`src/rtl/uart_pkg.sv`:
```
// Shared types and elaboration-time helpers for the buffered UART transmitter.
package uart_pkg;

  typedef enum logic [1:0] {
    PAR_NONE = 2'd0,
    PAR_ODD  = 2'd1,
    PAR_EVEN = 2'd2
  } parity_e;

  typedef enum logic [2:0] {
    ST_IDLE,
    ST_START,
    ST_DATA,
    ST_PAR,
    ST_STOP
  } tx_state_e;

  // Cycles per bit, rounded to the nearest integer.
  function automatic int calc_div(input int clk_hz, input int baud);
    return (clk_hz + baud / 2) / baud;
  endfunction

  // Occupancy needs one extra bit so that "full" is representable.
  function automatic int level_w(input int depth);
    return $clog2(depth) + 1;
  endfunction

  // Parity over the low n bits of a word; odd parity inverts the XOR.
  function automatic logic calc_parity(input logic [8:0] d, input int n, input parity_e mode);
    logic x;
    x = 1'b0;
    for (int i = 0; i < 9; i++) begin
      if (i < n) x = x ^ d[i];
    end
    return (mode == PAR_ODD) ? ~x : x;
  endfunction

endpackage

```
`src/rtl/uart_tx_fifo_if.sv`:
```
// Producer-side write port of the transmitter.
// Handshake: a word transfers on a rising edge where wr_valid && wr_ready; the
// producer holds wr_data stable while wr_valid is high and wr_ready is low.
interface uart_tx_fifo_if #(
  parameter int DATA_BITS = 8
);
  logic                 wr_valid;
  logic [DATA_BITS-1:0] wr_data;
  logic                 wr_ready;

  modport master (output wr_valid, output wr_data, input wr_ready);
  modport slave  (input wr_valid, input wr_data, output wr_ready);
endinterface

```
`src/rtl/sync_fifo.sv`:
```
// Single-clock circular-buffer FIFO with valid/ready push and a pop strobe.
module sync_fifo #(
  parameter int WIDTH = 8,
  parameter int DEPTH = 16
) (
  input  logic                     clk,
  input  logic                     rst,
  input  logic                     push_valid,
  input  logic [WIDTH-1:0]         push_data,
  output logic                     push_ready,
  input  logic                     pop,
  output logic [WIDTH-1:0]         pop_data,
  output logic                     empty,
  output logic [$clog2(DEPTH):0]   level
);

  localparam int AW = $clog2(DEPTH);
  localparam int LW = AW + 1;

  logic [WIDTH-1:0] mem [DEPTH];
  logic [AW-1:0]    wr_ptr;
  logic [AW-1:0]    rd_ptr;
  logic             do_push;
  logic             do_pop;

  assign push_ready = (level != LW'(DEPTH));
  assign empty      = (level == '0);
  assign do_push    = push_valid && push_ready;
  assign do_pop     = pop && !empty;
  assign pop_data   = mem[rd_ptr];

  // DEPTH is a power of two, so the pointers wrap by plain overflow.
  always_ff @(posedge clk) begin
    if (rst) begin
      wr_ptr <= '0;
      rd_ptr <= '0;
      level  <= '0;
    end else begin
      if (do_push) wr_ptr <= wr_ptr + AW'(1);
      if (do_pop)  rd_ptr <= rd_ptr + AW'(1);
      case ({do_push, do_pop})
        2'b10:   level <= level + LW'(1);
        2'b01:   level <= level - LW'(1);
        default: level <= level;
      endcase
    end
  end

  always_ff @(posedge clk) begin
    if (do_push) mem[wr_ptr] <= push_data;
  end

endmodule

```
`src/rtl/uart_tx_fifo.sv`:
```
// Buffered UART transmitter: FIFO in front of a start/data/parity/stop serialiser
// that streams queued words back to back with no idle gap.
module uart_tx_fifo
  import uart_pkg::*;
#(
  parameter int CLK_HZ     = 100000000,
  parameter int BAUD       = 115200,
  parameter int DATA_BITS  = 8,
  parameter int PARITY     = 0,
  parameter int STOP_BITS  = 1,
  parameter int FIFO_DEPTH = 16
) (
  input  logic                            CLK100MHZ,
  input  logic                            fpga_rst,
  uart_tx_fifo_if.slave                   wr,
  output logic                            tx,
  output logic                            busy,
  output logic [level_w(FIFO_DEPTH)-1:0]  fifo_level,
  output tx_state_e                       state
);

  localparam int      DIV   = calc_div(CLK_HZ, BAUD);
  localparam int      CW    = (DIV > 1) ? $clog2(DIV) : 1;
  localparam int      BW    = $clog2(DATA_BITS);
  localparam parity_e PMODE = parity_e'(2'(PARITY));

  logic [DATA_BITS-1:0] fifo_data;
  logic                 fifo_empty;
  logic                 fifo_pop;
  logic                 frame_end;

  logic [CW-1:0]        baud_cnt;
  logic [BW-1:0]        bit_cnt;
  logic                 stop_cnt;
  logic [DATA_BITS-1:0] shreg;
  logic                 par_bit;

  sync_fifo #(
    .WIDTH (DATA_BITS),
    .DEPTH (FIFO_DEPTH)
  ) u_fifo (
    .clk        (CLK100MHZ),
    .rst        (fpga_rst),
    .push_valid (wr.wr_valid),
    .push_data  (wr.wr_data),
    .push_ready (wr.wr_ready),
    .pop        (fifo_pop),
    .pop_data   (fifo_data),
    .empty      (fifo_empty),
    .level      (fifo_level)
  );

  assign frame_end = (state == ST_STOP) && (baud_cnt == '0) && (stop_cnt == 1'b0);
  assign fifo_pop  = !fifo_empty && ((state == ST_IDLE) || frame_end);
  assign busy      = (state != ST_IDLE) || !fifo_empty;

  // tx is registered from the current state, so the line trails the FSM by one
  // cycle; every bit still lasts exactly DIV cycles.
  always_ff @(posedge CLK100MHZ) begin
    if (fpga_rst) begin
      state    <= ST_IDLE;
      tx       <= 1'b1;
      baud_cnt <= '0;
      bit_cnt  <= '0;
      stop_cnt <= 1'b0;
      shreg    <= '0;
      par_bit  <= 1'b0;
    end else begin
      case (state)
        ST_START: tx <= 1'b0;
        ST_DATA:  tx <= shreg[0];
        ST_PAR:   tx <= par_bit;
        default:  tx <= 1'b1;
      endcase

      case (state)
        ST_IDLE: begin
          if (!fifo_empty) begin
            shreg    <= fifo_data;
            par_bit  <= calc_parity(9'(fifo_data), DATA_BITS, PMODE);
            baud_cnt <= CW'(DIV - 1);
            state    <= ST_START;
          end
        end
        ST_START: begin
          if (baud_cnt == '0) begin
            baud_cnt <= CW'(DIV - 1);
            bit_cnt  <= BW'(DATA_BITS - 1);
            state    <= ST_DATA;
          end else begin
            baud_cnt <= baud_cnt - CW'(1);
          end
        end
        ST_DATA: begin
          if (baud_cnt == '0) begin
            baud_cnt <= CW'(DIV - 1);
            shreg    <= shreg >> 1;
            stop_cnt <= 1'(STOP_BITS - 1);
            if (bit_cnt == '0) begin
              state <= (PMODE != PAR_NONE) ? ST_PAR : ST_STOP;
            end else begin
              bit_cnt <= bit_cnt - BW'(1);
            end
          end else begin
            baud_cnt <= baud_cnt - CW'(1);
          end
        end
        ST_PAR: begin
          if (baud_cnt == '0) begin
            baud_cnt <= CW'(DIV - 1);
            state    <= ST_STOP;
          end else begin
            baud_cnt <= baud_cnt - CW'(1);
          end
        end
        ST_STOP: begin
          if (baud_cnt == '0) begin
            baud_cnt <= CW'(DIV - 1);
            if (stop_cnt != 1'b0) begin
              stop_cnt <= 1'b0;
            end else if (!fifo_empty) begin
              // Next word goes straight into its start bit.
              shreg   <= fifo_data;
              par_bit <= calc_parity(9'(fifo_data), DATA_BITS, PMODE);
              state   <= ST_START;
            end else begin
              state <= ST_IDLE;
            end
          end else begin
            baud_cnt <= baud_cnt - CW'(1);
          end
        end
        default: state <= ST_IDLE;
      endcase
    end
  end

endmodule

```
`src/flat_wrapper.sv`:
```
// flat-port wrapper written by rule: the top's interface ports become plain ports
module uart_tx_fifo_flat import uart_pkg::*;
#(
  parameter int CLK_HZ     = 100000000,
  parameter int BAUD       = 115200,
  parameter int DATA_BITS  = 8,
  parameter int PARITY     = 0,
  parameter int STOP_BITS  = 1,
  parameter int FIFO_DEPTH = 16
)
  (CLK100MHZ, fpga_rst, tx, busy, fifo_level, state, wr_wr_valid, wr_wr_data, wr_wr_ready);
  uart_tx_fifo_if #(.DATA_BITS(DATA_BITS)) wr_i ();
  input  logic CLK100MHZ;
  input  logic fpga_rst;
  output logic tx;
  output logic busy;
  output logic [level_w(FIFO_DEPTH)-1:0] fifo_level;
  output tx_state_e state;
  input wire logic [$bits(wr_i.wr_valid)-1:0] wr_wr_valid;
  input wire logic [$bits(wr_i.wr_data)-1:0] wr_wr_data;
  output wire logic [$bits(wr_i.wr_ready)-1:0] wr_wr_ready;
  assign wr_i.wr_valid = wr_wr_valid;
  assign wr_i.wr_data = wr_wr_data;
  assign wr_wr_ready = wr_i.wr_ready;
  uart_tx_fifo #(.CLK_HZ(CLK_HZ), .BAUD(BAUD), .DATA_BITS(DATA_BITS), .PARITY(PARITY), .STOP_BITS(STOP_BITS), .FIFO_DEPTH(FIFO_DEPTH)) u_core (.CLK100MHZ(CLK100MHZ), .fpga_rst(fpga_rst), .wr(wr_i), .tx(tx), .busy(busy), .fifo_level(fifo_level), .state(state));
endmodule
```
`config.mk`:
```
export PLATFORM = sky130hd
export DESIGN_NAME = uart_tx_fifo_flat
export DESIGN_NICKNAME = d
export VERILOG_FILES = /design/src/rtl/uart_pkg.sv /design/src/rtl/uart_tx_fifo_if.sv /design/src/rtl/sync_fifo.sv /design/src/rtl/uart_tx_fifo.sv /design/src/flat_wrapper.sv
export SDC_FILE = /design/constraint.sdc
export NUM_CORES = 1
export LEC_CHECK = 0
export BUFFER_PORTS_ARGS = -buffer_cell sky130_fd_sc_hd__buf_4
export CORE_ASPECT_RATIO = 0.9
export CORE_MARGIN = 3
export CORE_UTILIZATION = 40
export CTS_CLUSTER_SIZE = 10
export DETAILED_ROUTE_END_ITERATION = 10
export SYNTH_ARGS = -nofsm -noshare
export SYNTH_HDL_FRONTEND = slang
export SYNTH_SLANG_ARGS = --single-unit
```
`constraint.sdc`:
```
create_clock -name CLK100MHZ -period 8.2 [get_ports CLK100MHZ]
set_input_delay 0.82 -clock CLK100MHZ [delete_from_list [all_inputs] [get_ports CLK100MHZ]]
set_output_delay 0.82 -clock CLK100MHZ [all_outputs]
set_load 0.01 [all_outputs]
```
Word level (Yosys, flattened, before mapping)

Memories as Yosys holds them, arrays and structs flattened. A register that Yosys moved wholly into a read port is not among the register bits.
Cells that the tools add are included.

Flip-flop bits (word level): 39
Memory bits (writable): 128
Bits of input ports: 11
Output and inout port bits: 11
Word-level logic and storage cells: 145
Memories kept: 1

Memories:

| name              | depth | bits a word | rd ports | clocked after memory_dff | wr ports | line            | text |
|---|---|---|---|---|---|---|---|
| u_core.u_fifo.mem | 16    | 8           | 1        | 1                        | 1        | sync_fifo.sv:20 | `logic [WIDTH-1:0] mem [DEPTH];` |

Add/sub/neg operators: 6
Equal/unequal tests: 15
Muxes and demuxes: 77
Bitwise logic cells: 14
Reductions and logical operators: 23

Operators with widths:

| kind                                                                  | count |
|---|---|
| 1-bit two-way mux                                                     | 54 |
| 3-bit two-way mux                                                     | 9 |
| 8-bit two-way mux                                                     | 3 |
| 8-bit one-hot mux with 3 select lines                                 | 1 |
| 10-bit two-way mux                                                    | 2 |
| 10-bit one-hot mux with 2 select lines                                | 1 |
| 3-bit one-hot mux with 5 select lines                                 | 1 |
| 1-bit bitwise XOR                                                     | 14 |
| 10-bit logical NOT                                                    | 1 |
| 5-bit one-hot mux with 2 select lines                                 | 1 |
| 10-bit by 1-bit subtractor with 10-bit output (second input constant) | 1 |
| 4-bit by 1-bit adder with 4-bit output (second input constant)        | 2 |
| 4-bit two-way mux                                                     | 2 |
| 2-bit by 1-bit != test with 1-bit output (second input constant)      | 4 |
| 2-bit != test (second input constant)                                 | 4 |
| 4-bit AND reduction                                                   | 2 |
| 2-bit nonzero test                                                    | 4 |
| 3-bit by 2-bit == test with 1-bit output (second input constant)      | 2 |
| 3-bit logical NOT                                                     | 2 |
| 3-bit one-hot mux with 2 select lines                                 | 1 |
| 6-bit AND reduction                                                   | 1 |
| 3-bit nonzero test                                                    | 2 |
| 5-bit by 1-bit adder with 5-bit output (second input constant)        | 1 |
| 5-bit logical NOT                                                     | 1 |
| other kinds (15)                                                      | 19 |

Logic depth before layout (Yosys ltp)

Gate-level depths: netlist of run 1.

Word-level depth: 39
Mapped depth: 17
Gate-level depth less buffers: 15

By module

Synthesis of run 1 repeated with hierarchy kept, for this count alone.

Cells, all modules: 484
Area total of the unflattened synthesis: 7442.1 um2

Modules (own cells, without submodules):

| module       | instances | cells an instance | area an instance (um2) | sequential area each (um2) |
|---|---|---|---|---|
| sync_fifo    | 1         | 306               | 5929.4                 | 4184.0 |
| uart_tx_fifo | 1         | 178               | 1512.7                 | 520.5 |

Worst setup path before layout of run 1

Ideal clock, no wire load.

Path kind: register to register
Start: register u_core.u_fifo.level[1]
End: register u_core.u_fifo.level[4]
Setup time: 128 ps
Arrival: 2922 ps
Required time: 8072 ps
Setup slack: 5150 ps
Stages on the path, launching flop included: 17
Path buffers: 3
Clock period less this slack: 3050 ps
Cells stage by stage: dfxtp_1 buf_2 or4_1 o21ai_1 nor2_1 buf_2 ha_1 clkbuf_1 xor2_1 ha_1 o21ai_0 nand2b_1 a21oi_1 nand3_1 a21oi_1 xnor2_1 nor2_1

Cells in the longest elaborated chain, start to end: 6
Elaborated cells between the ends (all ways): 12
Classes of those cells: 2 x add/sub; 3 x eq/ne; 1 x mux; 6 x reduce/logical

Ends and longest elaborated chain:

| what                                                                               | line                                | text |
|---|---|---|
| start, declared                                                                    | sync_fifo.sv:14                     | `output logic [$clog2(DEPTH):0] level` |
| start signal, assigned                                                             | sync_fifo.sv:42                     | `2'b10: level <= level + LW'(1);` |
| start signal, assigned                                                             | sync_fifo.sv:43                     | `2'b01: level <= level - LW'(1);` |
| start signal, assigned                                                             | sync_fifo.sv:44                     | `default: level <= level;` |
| 5-bit logical NOT *                                                                | sync_fifo.sv:27                     | `assign empty = (level == '0);` |
| 1-bit logical NOT *                                                                | sync_fifo.sv:29, uart_tx_fifo.sv:54 |  |
| 1-bit logical AND                                                                  | uart_tx_fifo.sv:54                  | `assign fifo_pop = !fifo_empty && ((state == ST_IDLE) \|\| frame_end);` |
| 1-bit logical AND *                                                                | sync_fifo.sv:29                     | `assign do_pop = pop && !empty;` |
| net u_core.u_fifo.do_pop                                                           | sync_fifo.sv:24                     | `logic do_pop;` |
| 2-bit by 1-bit == test with 1-bit output / 2-bit == test (equally long branches)   | sync_fifo.sv:41                     | `case ({do_push, do_pop})` |
| 5-bit one-hot mux with 2 select lines / 2-bit nonzero test (equally long branches) | n/a                                 |  |

Mark *: on every way through the listed nets, which the timed path passes. The rest lies on a longest branch.
A chain may end at the register's enable or synchronous reset.

Worst setup path after layout of run 1

Start: register u_core.baud_cnt[5]
End: register u_core.u_fifo.level[4]

Cells in the longest elaborated chain, start to end: 7
Elaborated cells between the ends (all ways): 9
Classes of those cells: 2 x eq/ne; 1 x mux; 6 x reduce/logical

Ends and longest elaborated chain:

| what                                                                               | line               | text |
|---|---|---|
| start, declared                                                                    | uart_tx_fifo.sv:32 | `logic [CW-1:0] baud_cnt;` |
| start signal, assigned                                                             | uart_tx_fifo.sv:81 | `baud_cnt <= CW'(DIV - 1);` |
| start signal, assigned                                                             | uart_tx_fifo.sv:87 | `baud_cnt <= CW'(DIV - 1);` |
| start signal, assigned                                                             | uart_tx_fifo.sv:91 | `baud_cnt <= baud_cnt - CW'(1);` |
| 10-bit logical NOT *                                                               | uart_tx_fifo.sv:53 | `assign frame_end = (state == ST_STOP) && (baud_cnt == '0) && (stop_cnt == 1'b0);` |
| 1-bit logical AND *                                                                | uart_tx_fifo.sv:53 |  |
| 1-bit logical OR *                                                                 | uart_tx_fifo.sv:54 |  |
| 1-bit logical AND *                                                                | uart_tx_fifo.sv:54 |  |
| 1-bit logical AND *                                                                | sync_fifo.sv:29    |  |
| 2-bit by 1-bit == test with 1-bit output / 2-bit == test (equally long branches)   | sync_fifo.sv:41    |  |
| 5-bit one-hot mux with 2 select lines / 2-bit nonzero test (equally long branches) | n/a                |  |

Mark *: on every way between the ends. The rest lies on a longest branch, timed or not.

==> results of run 1 <==
worst max path at each step:
stage | start | endpoint | slack [ns] | cells after the start
after global routing | u_core.baud_cnt[5] | u_core.u_fifo.level[4] | 4.30 | 13
after floorplan | u_core.u_fifo.level[1] | u_core.u_fifo.level[4] | 5.15 | 16
after global placement | u_core.baud_cnt[5] | u_core.u_fifo.level[4] | 4.90 | 13
after detailed placement | wr_wr_valid | u_core.u_fifo.level[4] | 4.74 | 14
final | u_core.baud_cnt[5] | u_core.u_fifo.level[4] | 4.71 | 13
after CTS | u_core.baud_cnt[5] | u_core.u_fifo.level[4] | 4.75 | 13
report_power, final:
part / switching, mW / internal (mW) / total (mW) / leakage (nW)
combinational: 0.467 / 0.356 / 0.823 / 0.893
sequential: 0.0769 / 1.01 / 1.09 / 1.51
clock: 0.377 / 0.442 / 0.819 / 0.294
total: 0.922 / 1.81 / 2.73 / 2.70
state kept, by name, indices dropped and copies added, names as in the netlist, named ones only:
name	cells
u_core.baud_cnt	10
u_core.u_fifo.rd_ptr	4
u_core.u_fifo.wr_ptr	4
u_core.par_bit	1
u_core.u_fifo.level	5
u_core.tx	1
u_core.bit_cnt	3
u_core.state	3
u_core.u_fifo.mem	128
u_core.shreg	8
layer usage:
| layer | part of all wire | global-route usage | up-vias |
|---|---|---|---|
| met2 | 0.49 | 0.235 | 95 |
| li1 | - | - | 1876 |
| met5 | 0 | 0 | - |
| met1 | 0.45 | 0.200 | 2001 |
| met4 | 0.013 | 0.0439 | 0 |
| met3 | 0.048 | 0.0421 | 18 |
cells in the mapped netlist (4+ instances only):
library cell,number,share of area
edfxtp_1,128,0.54
nor2_1,58,0.031
dfxtp_1,43,0.12
nand2_1,41,0.022
mux4_2,20,0.063
a22oi_1,16,0.017
a21oi_1,15,0.011
xnor2_1,13,0.016
ha_1,12,0.021
mux4_1,12,0.044
clkbuf_1,11,0.0058
nor3_1,11,0.0078
xor2_1,11,0.014
inv_1,9,0.0048
a311oi_1,8,0.0099
buf_2,7,0.0049
nand2b_1,7,0.0062
nor2b_1,5,0.0044
o21ai_0,5,0.0035
a211oi_1,4,0.0042
buf_6,4,0.0063
mux2i_1,4,0.0056
nand3_1,4,0.0028
nand4_1,4,0.0035
worst reg2reg max path, cell delays in order, from the launching register on:
cell	delay, ns
dfxtp_1	0.37
nor4_2	0.43
a31oi_1	0.19
nor2_1	0.65
ha_1	0.48
xor2_1	0.12
ha_1	0.23
o21ai_0	0.19
nand2b_1	0.10
a21oi_1	0.15
nand3_1	0.09
a21oi_1	0.20
xnor2_1	0.13
nor2_1	0.05
per-stage QoR:
step	cell area [um2]	power, mW
6_report	8080	2.73
5_1_grt	8080	2.89
4_1_cts	8080	2.75
3_5_place_dp	7460	1.93
3_3_place_gp	7460	1.91
2_1_floorplan	7100	1.74
cells by family (layout without fill, tap and decap cells):
group,count (synthesis),after routing,synth area share
simple gates,143,143,0.0904
buf+inv,35,68,0.0240
mux,36,36,0.113
xor+xnor,24,24,0.0296
fa+ha+maj,12,12,0.0211
flops,171,171,0.662
compound gates,62,62,0.0592
area by class of cell:
class / count / area [um2] / area share
Timing Repair Buffer: 26 / 195 / 0.0242
Tap cell: 235 / 294 / 0.0364
Multi-Input combinational cell: 277 / 2230 / 0.276
Clock buffer: 17 / 425 / 0.0527
Clock inverter: 15 / 190 / 0.0235
Inverter: 10 / 37.5 / 0.00465
Sequential cell: 171 / 4710 / 0.583
==> results.tsv, run 1 <==
metric	value	unit
track_usage	0.148	
slew_violations	0	
slowest_stage	nor2_1	
grt_max_degree	41	
final_common_cell	edfxtp_1	
postCtsSetupBuffers	0	
syn_area_per_cell	14.7	um2
period_share	0.425	
rr_startpoint	u_core.baud_cnt[5]	
crit_type	reg -> reg	
antenna_found_initial	0	
status	finished clean	
critical-path-max-stage-delay	0.65	ns
max_slew.worst_pin.slew	0.839	ns
drc_errors	0	
worst_ep_arrival_time	3.79	ns
synth_seq_cells	171	
p_leak	2.70	nW
numPortBuffers	21	
vias	3990	
dp.cells	719	
grt_pass1_wl	21.8	mm
hold_ws	0.479	ns
wl_per_cell	18.6	um
io_pins	22	
required	8.50	ns
area_delta_synth_final	13.7	%
path_buf_inv	0	
whs_endpoint	u_core.shreg[2]	
slew_headroom	0.438	
fin_crit	3.49	ns
ctsHoldBuffers	0	
worstSetupStartpointType	register	
clock-root-buffer	clkbuf_16	
vdd_drop_max	0.000180	V
grt_pass1_vias	3978	
core-area	17100	um2
cts_max_level	4	
final_cells	751	
die_x	146	um
syn-instance-count	483	
fin_nets	526	
post-place-ws	4.74	ns
setup_viol	0	
rsz0062_at_grt	false	
clk_latency	0.43	ns
die_area	19400	um2
finalWirelength	14.0	mm
r2r_setup_slack	4.71	ns
drt_pass1_iterations	4	
yosysWarningCount	0	
drive_above_1_share	0.159	
crit_chain	nor4_2 > a31oi_1 > nor2_1 > ha_1 > xor2_1 > ha_1 > o21ai_0 > nand2b_1 > a21oi_1 > nand3_1 > a21oi_1 > xnor2_1 > nor2_1	
hpwlAfterDp	8.87	mm
crit_family	simple AND/OR/NAND/NOR gates	
whs_path_depth	2	
fin_ws	4.71	ns
worstReg2RegEnd	u_core.u_fifo.level[4]	
ys_types	41	
end_kind	register	
final_antenna_net_count	0	
synthArstFlopShare	0	
layout_common_cells	edfxtp_1 (128), nor2_1 (58), nand2_1 (41), dfxtp_1 (41), buf_4 (26)	
grt_overflow	0	
p_per_area	338	nW/um2
min-delay-start	u_core.shreg[3]	
hold_class	reg -> reg	
gp_congestion	0.880	
cap_violations	0	
initial_core_util	0.415	
first_iter_violations	334	
synth_edf_count	128	
clk_pin_slew_worst_paths	0.07	ns
final_util	0.472	
post_synth_instance_area	7100	um2
finalHoldViolCount	0	
setup_tns	0	ns
fmax	0.287	GHz
r2r_cells	13	
cts.sinks	171	
fp-row-count	45	
vias_per_cell	5.31	
fillers	1509	
numCtsBuffers	17	
antennaDiodeCount	0	
die_h	132	um
ys.flop_type	edfxtp_1	
ys_seq_area_frac	0.662	
cts_tree	yes	
clk_path_buf_depth	2	
cts_resized	0	
path_max_fanout	13	
syn-num-nets	506	
finClkSkew	0.0115	ns
No activity file was read; power rests on OpenSTA's default activity.
==> inputs of run 2 (changes only) <==
==> constraint.sdc (replaced) <==
create_clock -name CLK100MHZ -period 3.28 [get_ports CLK100MHZ]
set_input_delay 0.328 -clock CLK100MHZ [delete_from_list [all_inputs] [get_ports CLK100MHZ]]
set_output_delay 0.328 -clock CLK100MHZ [all_outputs]
set_load 0.01 [all_outputs]
==> run 2 against run 1 <==
Against the previous run: non-clock buffer count grew 3; critical path depth is the same; final area shrank 0.33%; utilization shrank 0.15 points; maximum frequency grew 21%; first-iteration DRC count shrank 2.1%; sequential power grew 150%; wire length shrank 2.2%; combinational power grew to 2.5 times the previous value; cell count grew 0.40%; largest power group unchanged; clock power grew 130%; hold slack lost 0.26 ns.
==> results.tsv, run 2 (synthesized netlist as in run 1, its figures left out) <==
metric	value	unit	change
wl_per_cell	18.1	um	-2.6%
core-area	17100	um2	unchanged
crit_type	reg -> reg		
setup_tns	0	ns	unchanged
r2r_cells	13		unchanged
grt_pass1_vias	3962		-0.40%
drt_pass1_iterations	4		unchanged
cts_resized	0		unchanged
die_h	132	um	unchanged
p_sw_frac	0.333		-0.00442
p_leak	2.69	nW	-0.27%
drive_above_1_share	0.158		-0.000919
largest_reg_flops	128		unchanged
drc_errors	0		unchanged
p_per_area	830	nW/um2	+150%
track_usage	0.146		-0.00190
vias_per_cell	5.27		-0.82%
postCtsSetupBuffers	0		unchanged
endpoint	u_core.u_fifo.level[4]		
gp_congestion	0.847		-3.7%
required	3.58	ns	-4.92 ns
numPortBuffers	21		unchanged
clk_pin_slew_worst_paths	0.07	ns	about the same
hold_class	in -> reg		
setup_viol	0		unchanged
cap_violations	0		unchanged
antenna_found_initial	0		unchanged
p_clk_frac	0.283		-0.017
cts.sinks	171		unchanged
status	finished clean		
r2r_setup_slack	0.39	ns	-4.32 ns
slew_violations	0		unchanged
hold_ws	0.218	ns	-0.261 ns
seq_power_share	0.407		+0.008
clk_latency	0.42	ns	about the same
finalHoldViolCount	0		unchanged
numCtsBuffers	17		unchanged
grt_pass1_wl	21.8	mm	-0.35%
initial_core_util	0.415		unchanged
slew_headroom	0.455		+0.0169
max_slew.worst_pin.slew	0.814	ns	-0.0252 ns
worst_ep_arrival_time	3.19	ns	-0.60 ns
die_area	19400	um2	unchanged
reg_top3	u_core.u_fifo.mem x128, u_core.baud_cnt x10, u_core.shreg x8		
clk_path_buf_depth	2		unchanged
final_antenna_net_count	0		unchanged
grt_max_degree	41		unchanged
die_x	146	um	unchanged
fin_nets	529		+0.57%
hpwlAfterDp	8.48	mm	-4.4%
path_max_fanout	10		-3
end_kind	register		
final_common_cell	edfxtp_1		
rr_startpoint	u_core.u_fifo.level[1]		
finClkSkew	0.00972	ns	-0.00176 ns
antennaDiodeCount	0		unchanged
post-place-ws	0.396	ns	-4.35 ns
p_int	4.46	mW	+150%
total_power	6.68	mW	+140%
grt_overflow	0		unchanged
cp-startpoint	u_core.u_fifo.level[1]		
ctsHoldBuffers	0		unchanged
finalWirelength	13.7	mm	-2.2%
io_pins	22		unchanged
cts_tree	yes		
area_delta_synth_final	13.4	%	
cts_max_level	4		unchanged
fillers	1536		+1.8%
vias	3973		-0.43%
vdd_drop_max	0.000420	V	+130%
worstReg2RegEnd	u_core.u_fifo.level[4]		
fin_crit	2.89	ns	-0.598 ns
switching_power	2.22	mW	+140%
layout_common_cells	edfxtp_1 (128), nor2_1 (58), dfxtp_1 (42)		
clock-root-buffer	clkbuf_16		
power_frac_comb	0.310		+0.009
largest-register	u_core.u_fifo.mem		
fin_ws	0.390	ns	-4.32 ns
worstSetupStartpointType	register		
dp.cells	722		+0.42%
first_iter_violations	327		-2.1%
period_share	0.881		+0.456
rsz0062_at_grt	false		
fp-row-count	45		unchanged
fmax	0.346	GHz	+21%
final_cells	754		+0.40%
run 2: cell count changes in the layout (fill, tap and decap cells not counted):
cell / before / now
clkinv_1: 1 / 2
dfxtp_2: 2 / 1
clkinv_2: 0 / 1
buf_12: 0 / 1
inv_6: 4 / 6
inv_8: 4 / 3
buf_4: 26 / 28
bufinv_16: 1 / 0
clkinv_8: 3 / 1
clkbuf_1: 0 / 1
inv_12: 1 / 0
dfxtp_1: 41 / 42
run 2: power groups by stage:
| stage | clock network [mW] | logic (mW) | registers, mW |
|---|---|---|---|
| floorplan | 0 | 1.63 | 2.71 |
| global placement | 0 | 2.06 | 2.74 |
| detailed placement | 0 | 2.07 | 2.76 |
| CTS | 1.94 | 2.09 | 2.71 |
| global route | 2.03 | 2.33 | 2.75 |
| finish | 1.89 | 2.07 | 2.72 |
run 2: area by class of cell:
class | count | area [um2] | area share
well taps | 235 | 294 | 0.0365
clock buffers | 18 | 429 | 0.0533
multi-input cells | 277 | 2230 | 0.277
flip-flops and latches | 171 | 4710 | 0.584
inverters | 10 | 37.5 | 0.00466
clock inverters | 14 | 126 | 0.0157
repair buffers | 29 | 230 | 0.0286
run 2: how the worst min path moves through the flow:
| stage | startpoint | to | slack, ns | cells after the start |
|---|---|---|---|---|
| floorplan | wr_wr_data[0] | u_core.u_fifo.mem[0][0] | 0.43 | 0 |
| global placement | u_core.shreg[7] | u_core.shreg[7] | 0.46 | 2 |
| detailed placement | u_core.shreg[7] | u_core.shreg[7] | 0.47 | 2 |
| CTS | wr_wr_data[1] | u_core.u_fifo.mem[6][1] | 0.21 | 1 |
| global route | wr_wr_data[1] | u_core.u_fifo.mem[4][1] | 0.22 | 1 |
| finish | wr_wr_data[1] | u_core.u_fifo.mem[6][1] | 0.22 | 1 |
run 2: through the flow:
stage / area, um2 / utilization
after floorplan: 7100 / -
after CTS: 8050 / 0.470
after detailed placement: 7500 / 0.438
after global placement: 7500 / 0.438
final: 8050 / 0.470
after global routing: 8050 / 0.470
run 2: critical path: stages (launching register included):
cell,delay [ns]
dfxtp_1,0.40
or4_1,0.55
o21ai_1,0.23
nor2_1,0.10
ha_1,0.30
xor2_1,0.19
ha_1,0.22
o21ai_0,0.15
nand2b_1,0.07
a21oi_1,0.14
nand3_1,0.09
a21oi_1,0.16
xnor2_1,0.13
nor2_1,0.05
run 2: per-layer routing:
layer / part of all wire / track usage / up-vias / wire length [um]
li1: - / - / 1880 / -
met1: 0.47 / 0.208 / 1999 / 6360
met2: 0.48 / 0.228 / 89 / 6530
met3: 0.051 / 0.0370 / 5 / 698
met4: 0.0047 / 0.0329 / 0 / 64
met5: 0 / 0 / - / 0
